**config.mk**
```make
export PLATFORM = sky130hd
export DESIGN_NAME = seq_det_prog
export DESIGN_NICKNAME = d
export VERILOG_FILES = /design/src/rtl/seq_det_pkg.sv /design/src/rtl/seq_det_hist.sv /design/src/rtl/seq_det_prog.sv
export SDC_FILE = /design/constraint.sdc
export NUM_CORES = 1
export LEC_CHECK = 0
export CAP_MARGIN = 30
export CORE_MARGIN = 3
export CORE_UTILIZATION = 54
export CTS_CLUSTER_SIZE = 24
export DETAILED_ROUTE_END_ITERATION = 10
export PLACE_DENSITY = 0.79
export REMOVE_ABC_BUFFERS = 1
export SLEW_MARGIN = 25
export SYNTH_ARGS = -nofsm -noshare
export SYNTH_HDL_FRONTEND = slang
export SYNTH_HIERARCHICAL = 1
export SYNTH_SLANG_ARGS = --single-unit
```
**constraint.sdc**
```tcl
create_clock -name clk -period 3.2 [get_ports clk]
set_input_delay 0.64 -clock clk [delete_from_list [all_inputs] [get_ports clk]]
set_output_delay 0.64 -clock clk [all_outputs]
set_load 0.05 [all_outputs]
```
**src/rtl/seq_det_pkg.sv**
```systemverilog
// seq_det_pkg: shared state encoding, default sizes and the pattern-length width helper.
package seq_det_pkg;
  localparam int DEF_MAX_LEN = 8;
  localparam int DEF_CNT_W = 8;
  localparam int DEF_LEN_W = $clog2(DEF_MAX_LEN + 1);
  typedef enum logic [1:0] {UNPROG = 2'b00, HUNT = 2'b01, MATCH = 2'b10} state_t;
  function automatic int len_w(input int max_len);
    return $clog2(max_len + 1);
  endfunction
endpackage

```
**src/rtl/seq_det_hist.sv**
```systemverilog
// seq_det_hist: history shift register, fill counter and masked compare producing complete.
module seq_det_hist import seq_det_pkg::*; #(
  parameter int MAX_LEN = DEF_MAX_LEN
) (
  input  logic                        clk,
  input  logic                        rst,
  input  logic                        clr,
  input  logic                        shift,
  input  logic                        x,
  input  logic [MAX_LEN-1:0]          pat,
  input  logic [len_w(MAX_LEN)-1:0]   len,
  input  logic                        ovl,
  output logic                        complete
);
  localparam int LW = len_w(MAX_LEN);
  logic [MAX_LEN-1:0] hist, hist_n, mask;
  logic [LW-1:0] fill, fill_n;
  // Compare against the post-shift history so a match is flagged on the sample that finishes it.
  always_comb begin
    hist_n = {hist[MAX_LEN-2:0], x};
    fill_n = (fill == LW'(MAX_LEN)) ? fill : fill + LW'(1);
    mask = ~({MAX_LEN{1'b1}} << len);
    complete = shift && (fill_n >= len) && (((hist_n ^ pat) & mask) == '0);
  end
  always_ff @(posedge clk or posedge rst) begin
    if (rst) begin
      hist <= '0;
      fill <= '0;
    end else if (clr) begin
      hist <= '0;
      fill <= '0;
    end else if (shift) begin
      hist <= hist_n;
      fill <= (complete && !ovl) ? '0 : fill_n;
    end
  end
endmodule

```
**src/rtl/seq_det_prog.sv**
```systemverilog
// seq_det_prog: runtime-programmable Moore serial-pattern detector with saturating match count.
// Optional sticky `seen` output when SEQ_DET_STICKY_EN is defined.
module seq_det_prog import seq_det_pkg::*; #(
  parameter int MAX_LEN = DEF_MAX_LEN,
  parameter int CNT_W = DEF_CNT_W
) (
  input  logic                        clk,
  input  logic                        rst,
  input  logic                        x,
  input  logic                        x_vld,
  input  logic                        pat_wr,
  input  logic [MAX_LEN-1:0]          pat_in,
  input  logic [len_w(MAX_LEN)-1:0]   pat_len,
  input  logic                        ovl_mode,
  output logic                        y,
  output logic                        armed,
  output logic [CNT_W-1:0]            match_cnt
`ifdef SEQ_DET_STICKY_EN
  ,
  output logic                        seen
`endif
);
  localparam int LW = len_w(MAX_LEN);
  state_t state, state_n;
  logic [MAX_LEN-1:0] pat_q;
  logic [LW-1:0] len_q;
  logic ovl_q, legal, shift, complete;
  assign legal = pat_wr && (pat_len != '0) && (pat_len <= LW'(MAX_LEN));
  // A legal load takes priority over a coincident sample, which is dropped.
  assign shift = x_vld && (state != UNPROG) && !legal;
  assign armed = state != UNPROG;
  assign y = state == MATCH;
  seq_det_hist #(.MAX_LEN(MAX_LEN)) u_hist (
    .clk(clk), .rst(rst), .clr(legal), .shift(shift), .x(x),
    .pat(pat_q), .len(len_q), .ovl(ovl_q), .complete(complete)
  );
  always_comb begin
    state_n = legal ? HUNT : (state == UNPROG) ? UNPROG : complete ? MATCH : HUNT;
  end
  always_ff @(posedge clk or posedge rst) begin
    if (rst) begin
      state <= UNPROG;
      pat_q <= '0;
      len_q <= '0;
      ovl_q <= 1'b0;
      match_cnt <= '0;
    end else begin
      state <= state_n;
      if (legal) begin
        pat_q <= pat_in;
        len_q <= pat_len;
        ovl_q <= ovl_mode;
        match_cnt <= '0;
      end else if (state_n == MATCH && match_cnt != '1) begin
        match_cnt <= match_cnt + CNT_W'(1);
      end
    end
  end
`ifdef SEQ_DET_STICKY_EN
  always_ff @(posedge clk or posedge rst) begin
    if (rst) seen <= 1'b0;
    else if (legal) seen <= 1'b0;
    else if (state_n == MATCH) seen <= 1'b1;
  end
`endif
endmodule
```
# Yosys cells after proc, flatten, opt, wreduce, memory -nomap -nowiden

Index checks and enable logic that the tools add are counted.

Shift-type cells: 1
Equality and inequality tests: 4
$add $sub $neg: 2
Order comparisons: 2
Muxes and demuxes: 11
Bitwise gates (word level): 3
Reductions and logical operators: 16

Operators with widths:

| kind                  | number |
|---|---|
| $mux W4               | 4 |
| $mux W8               | 2 |
| $mux W7               | 2 |
| $add A8 B1 Y8 const B | 1 |
| $and A8 B8 Y8         | 1 |
| $logic_and A1 B1 Y1   | 8 |
| $logic_not A8 Y1      | 1 |
| $ne A8 B8 Y1 const B  | 1 |
| $not A8 Y8            | 1 |
| $shl A8 B4 Y8 const A | 1 |
| $xor A8 B8 Y8         | 1 |
| $mux W2               | 3 |
| $reduce_bool A2 Y1    | 3 |
| $add A4 B1 Y4 const B | 1 |
| $eq A2 B2 Y1 const B  | 2 |
| $eq A4 B4 Y1 const B  | 1 |
| $ge A4 B4 Y1          | 1 |
| $le A4 B4 Y1 const B  | 1 |
| $reduce_bool A4 Y1    | 1 |
| $logic_not A1 Y1      | 2 |
| $logic_not A2 Y1      | 1 |

Output and inout port bits: 10
Input port bits: 18
Register bits: 34
Logic and storage cells: 46

# Longest topological paths before layout

Word-level depth: 14
Gate-level depth with buffers: 15
Depth with buffers taken out: 14

# By module

Netlist, hierarchy kept.

By module, submodules not included:

| module       | cells each | area an instance (µm²) | sequential area each (µm²) | instances |
|---|---|---|---|---|
| seq_det_prog | 89         | 1107.3                 | 575.6                      | 1 |
| seq_det_hist | 94         | 867.1                  | 275.3                      | 1 |

# Least setup slack after synthesis

No wires, ideal clock.

Path kind: in2reg
Start point: in pat_len[1]
End point: reg match_cnt[5]
Data arrival time: 3.219 ns
Library setup time: 0.077 ns
Stages on the path: 13
Data required time: 3.123 ns
Path buffers: 3
Path slack: -0.096 ns
Path through: or4_4 > nand3_2 > buf_12 > and3_2 > clkbuf_1 > o21ai_0 > nor2_1 > and3_1 > buf_6 > o21ai_2 > or2_2 > or4_1 > a21oi_1

Longest elaborated chain between the ends: 13
Elaborated cells between the ends (all ways): 15
Those cells by class: 1 x order compare; 1 x eq/ne; 4 x mux; 9 x reduce/logical

Ends and longest elaborated chain:

| element                                                              | line               | RTL |
|---|---|---|
| start: declaration                                                   | seq_det_prog.sv:13 | `input logic [len_w(MAX_LEN)-1:0] pat_len,` |
| parallel branches: the longest is 2 deep, another holds $le A4 B4 Y1 | n/a                |  |
| $logic_and A1 B1 Y1 (*)                                              | seq_det_prog.sv:28 | `assign legal = pat_wr && (pat_len != '0) && (pat_len <= LW'(MAX_LEN));` |
| $logic_not A1 Y1 (*)                                                 | seq_det_prog.sv:30 | `assign shift = x_vld && (state != UNPROG) && !legal;` |
| $logic_and A1 B1 Y1 (*)                                              | seq_det_prog.sv:30 |  |
| via shift                                                            | seq_det_prog.sv:27 | `logic ovl_q, legal, shift, complete;` |
| $logic_and A1 B1 Y1 (*) (2 in a row)                                 | seq_det_hist.sv:23 | `complete = shift && (fill_n >= len) && (((hist_n ^ pat) & mask) == '0);` |
| via complete                                                         | seq_det_prog.sv:27 |  |
| $mux W2 (*) (3 in a row)                                             | seq_det_prog.sv:38 | `state_n = legal ? HUNT : (state == UNPROG) ? UNPROG : complete ? MATCH : HUNT;` |
| $eq A2 B2 Y1 (*)                                                     | seq_det_prog.sv:54 | `end else if (state_n == MATCH && match_cnt != '1) begin` |
| $logic_and A1 B1 Y1 (*)                                              | seq_det_prog.sv:54 |  |
| $reduce_bool A2 Y1 (no source line) (*)                              | n/a                |  |
| end signal: assignment                                               | seq_det_prog.sv:55 | `match_cnt <= match_cnt + CNT_W'(1);` |
| end: declaration                                                     | seq_det_prog.sv:17 | `output logic [CNT_W-1:0] match_cnt` |

Mark *: on every way through the listed nets, which the timed path passes.
A chain may end at the register's enable or synchronous reset.

# Worst setup path after layout

Start point: reg u_hist.fill[0]
End point: reg match_cnt[5]

Longest elaborated chain between the ends: 11
Elaborated cells between the ends (all ways): 12
Those cells by class: 1 x add/sub; 1 x order compare; 2 x eq/ne; 4 x mux; 4 x reduce/logical

Ends and longest elaborated chain:

| element                                              | line               | RTL |
|---|---|---|
| start: declaration                                   | seq_det_hist.sv:17 | `logic [LW-1:0] fill, fill_n;` |
| start signal: assignment                             | seq_det_hist.sv:34 | `fill <= (complete && !ovl) ? '0 : fill_n;` |
| $add A4 B1 Y4 / $eq A4 B4 Y1 (equally long branches) | seq_det_hist.sv:21 | `fill_n = (fill == LW'(MAX_LEN)) ? fill : fill + LW'(1);` |
| $mux W4 (*)                                          | seq_det_hist.sv:21 |  |
| $ge A4 B4 Y1 (*)                                     | seq_det_hist.sv:23 |  |
| $logic_and A1 B1 Y1 (*) (2 in a row)                 | seq_det_hist.sv:23 |  |
| via complete                                         | seq_det_prog.sv:27 |  |
| $mux W2 (*) (3 in a row)                             | seq_det_prog.sv:38 |  |
| $eq A2 B2 Y1 (*)                                     | seq_det_prog.sv:54 |  |
| $logic_and A1 B1 Y1 (*)                              | seq_det_prog.sv:54 |  |
| $reduce_bool A2 Y1 (no source line) (*)              | n/a                |  |

Mark *: on every way through the listed nets, which the timed path passes. The rest lies on a longest branch.

==> metrics.csv <==
metric,value,unit
fraction of post-synthesis cell area in the top cell type by area,43.1,%
result of the run,"finished, final reports clean",
cts hold-fix bufs,0,
fraction of the cycle the final worst path needs,92.6,%
First-pass DRT Iterations,4,
antenna violations before repair,0,
TritonCTS Sinks,34,
routed wire length per instance,16.2,um
summed instance area of the synthesized netlist,1970,um2
maximum clock insertion buffer count,2,
total number of vias,1532,
remaining antenna violation count,0,
core area,3420,um2
flip-flop and latch count after synthesis,34,
height of the die,66.5,um
met2 wire len,2180,um
starting utilization of the core area,57.8,%
Synth area leaders,"sky130_fd_sc_hd__dfrtp_1, sky130_fd_sc_hd__mux2_4, sky130_fd_sc_hd__xnor2_1, sky130_fd_sc_hd__mux2i_1, sky130_fd_sc_hd__ha_1",
worst setup path class,register to register,
number of fill cells in the layout,265,
maximum ir drop on the vdd rail,0.301,mV
Clk Tree Root Cell,sky130_fd_sc_hd__clkbuf_4,
clock tree from TritonCTS,done,
cell accounting for the most synthesized area,sky130_fd_sc_hd__dfrtp_1,
number of library cell types mapped by synthesis,42,
Die ar.,4420,um2
sequential share of the synthesized area,43.1,%
data required time at the worst endpoint,3.48,ns
DRC violation count after routing,0,
wire length on met1,1880,um
WHS,0.548,ns
global-route wire length before repair,7280,um
static leakage power,1.02,nW
kind of path behind the tightest hold check,register to register,
Buffers on Ports,27,
Area Overhead vs Synth,20.8,%
Worst R2R Setup Slack,0.24,ns
sum of met3 wire segment lengths after detailed routing,146,um
share of flip-flops with an asynchronous set or reset,100,%
setup TNS,0,ns
ratio of total power to cell area,508,nW/um2
I/O pins,28,
pin slew with the least headroom to its limit,0.521,ns
Critical Path Sink Type,register,
num rows,21,
most frequent standard cell in the layout excluding fill and tap cells,sky130_fd_sc_hd__dfrtp_1,
Post-Synthesis Cells,183,
drt total wl,4320,um
fraction of final layout cells sized beyond drive strength 1,18.1,%
maximum level of the CTS H-tree,2,
placed cell areas,2320,um2
Post-CTS Repair Setup Buffers,0,
worst skew pair latency,0.34,ns
maximum number of pins on one net before global-route repair,24,
fmax,338,MHz
total half-perimeter wirelength after legalization and detailed placement,3270,um
average cell area after synthesis,10.8,um2
total global-route track usage,22.1,%
leading register cell type out of synthesis,sky130_fd_sc_hd__dfrtp_1,
overall overflow remaining after global route,0,
fin. max-slew vios,0,
Resize count post-CTS,0,
largest driver fanout on the critical path,4,
Arrival @ worst endpoint,3.24,ns
total clock buffers created by CTS,5,
uppermost routed layer,met4,
Syn. warnings,6,
number of global-route vias before repair,1564,
number of antenna cells inserted,0,
die width,66.5,um
hold violation total from the final report,0,
post-layout minimum cycle time,2.96,ns
final count of negative-setup-slack endpoints,0,
post-CTS clock slew at the launch and capture registers of the worst setup and hold paths,0.10,ns
worst slew margin relative to its limit,65.2,%
Layout Skew,0.0106,ns
starting DRC count in detailed routing,61,
most frequent cells in the layout,"sky130_fd_sc_hd__dfrtp_1, sky130_fd_sc_hd__clkdlybuf4s50_1, sky130_fd_sc_hd__nor2_1",
unrepaired setup endpoints after global routing,false,
max-capacitance violation count,0,
design area,2390,um2
number of flops mapped to enable cells by yosys,0,
placer congestion estimate,0.865,
category of the worst setup path launch point,register,
# nets final,246,
number of vias per cell after detailed routing,5.74,
-- where the power goes --
group          switching, W  internal (W)  leakage, nW
combinational      0.000206      0.000231        0.557
clock              0.000140     0.0000819       0.0243
sequential        0.0000676      0.000487        0.437
total              0.000413      0.000800         1.02
-- stage by stage --
step	std cells	worst slack, ns	total power [W]	utilization (%)
after CTS	266	0.211	0.00122	69.4
final	267	0.238	0.00121	69.9
after detailed placement	259	-0.0482	0.000995	68.0
after global routing	267	0.00554	0.00129	69.9
after global placement	259	0.00363	0.000971	68.0
after floorplan	177	-0.294	0.000878	-
-- final cells by class --
| type | instances | area [um2] | share of cell area (%) |
|---|---|---|---|
| clock buffers | 6 | 41.3 | 1.73 |
| clock inverters | 1 | 7.51 | 0.315 |
| inverters | 11 | 48.8 | 2.05 |
| multi-input cells | 132 | 1030 | 43.1 |
| flip-flops and latches | 34 | 851 | 35.7 |
| well taps | 46 | 57.6 | 2.41 |
| repair buffers | 37 | 353 | 14.8 |
-- worst paths after layout --
| kind | depth (start not counted) | startpoint | endpoint |
|---|---|---|---|
| min in group asynchronous | 2 | rst | pat_q[3] |
| worst max register to register | 14 | u_hist/fill[0] | match_cnt[5] |
| worst max-delay path | 14 | u_hist/fill[0] | match_cnt[5] |
| max in group asynchronous | 3 | rst | state[1] |
| worst min register to register | 1 | pat_q[0] | pat_q[0] |
| worst min-delay path | 1 | pat_q[0] | pat_q[0] |
-- cells in the mapped netlist (all sizes together), types with 3 or more instances --
cell     n
o22ai    4
a21oi    9
buf      3
xnor2   12
nor3     6
inv     11
a211oi   5
dfrtp   34
o21ai   11
o21a     3
nand3    7
mux2    12
nor2    18
mux2i   10
nand2    5
and3     3
ha       7
clkbuf   3
-- registers in the layout, summed over array words and instances, names as in the netlist --
name / count
pat_q: 8
u_hist/hist: 7
match_cnt: 8
ovl_q: 1
state: 2
len_q: 4
u_hist/fill: 4
-- cell families after synthesis --
family | after synthesis | synth area share (%)
AND/OR/NAND/NOR | 53 | 15.5
AO/OA/AOI/OAI | 36 | 12.7
flip-flops | 34 | 43.1
multiplexers | 22 | 13.2
buffers and inverters | 17 | 4.88
XOR/XNOR | 14 | 6.21
adder cells (fa/ha/maj) | 7 | 4.44
-- critical path, stage by stage (launching register included) --
cell and delay, ns:
sky130_fd_sc_hd__dfrtp_1 0.40, sky130_fd_sc_hd__inv_1 0.10, sky130_fd_sc_hd__ha_1 0.20, sky130_fd_sc_hd__nand2_1 0.09
sky130_fd_sc_hd__nand2_1 0.07, sky130_fd_sc_hd__mux2i_1 0.21, sky130_fd_sc_hd__ha_1 0.27, sky130_fd_sc_hd__o21a_1 0.14
sky130_fd_sc_hd__o22ai_1 0.07, sky130_fd_sc_hd__nor3_1 0.20, sky130_fd_sc_hd__and3_1 0.21, sky130_fd_sc_hd__o21ai_2 0.07
sky130_fd_sc_hd__or2_2 0.31, sky130_fd_sc_hd__or4_1 0.40, sky130_fd_sc_hd__a21oi_1 0.15
-- layer usage --
| metal | GRT usage, % | up-vias |
|---|---|---|
| met5 | 0 | - |
| met2 | 36.3 | 40 |
| met1 | 27.6 | 749 |
| met4 | 9.90 | 0 |
| met3 | 5.23 | 15 |
| li1 | - | 728 |
Note: power is estimated with default switching activity, not from simulation.
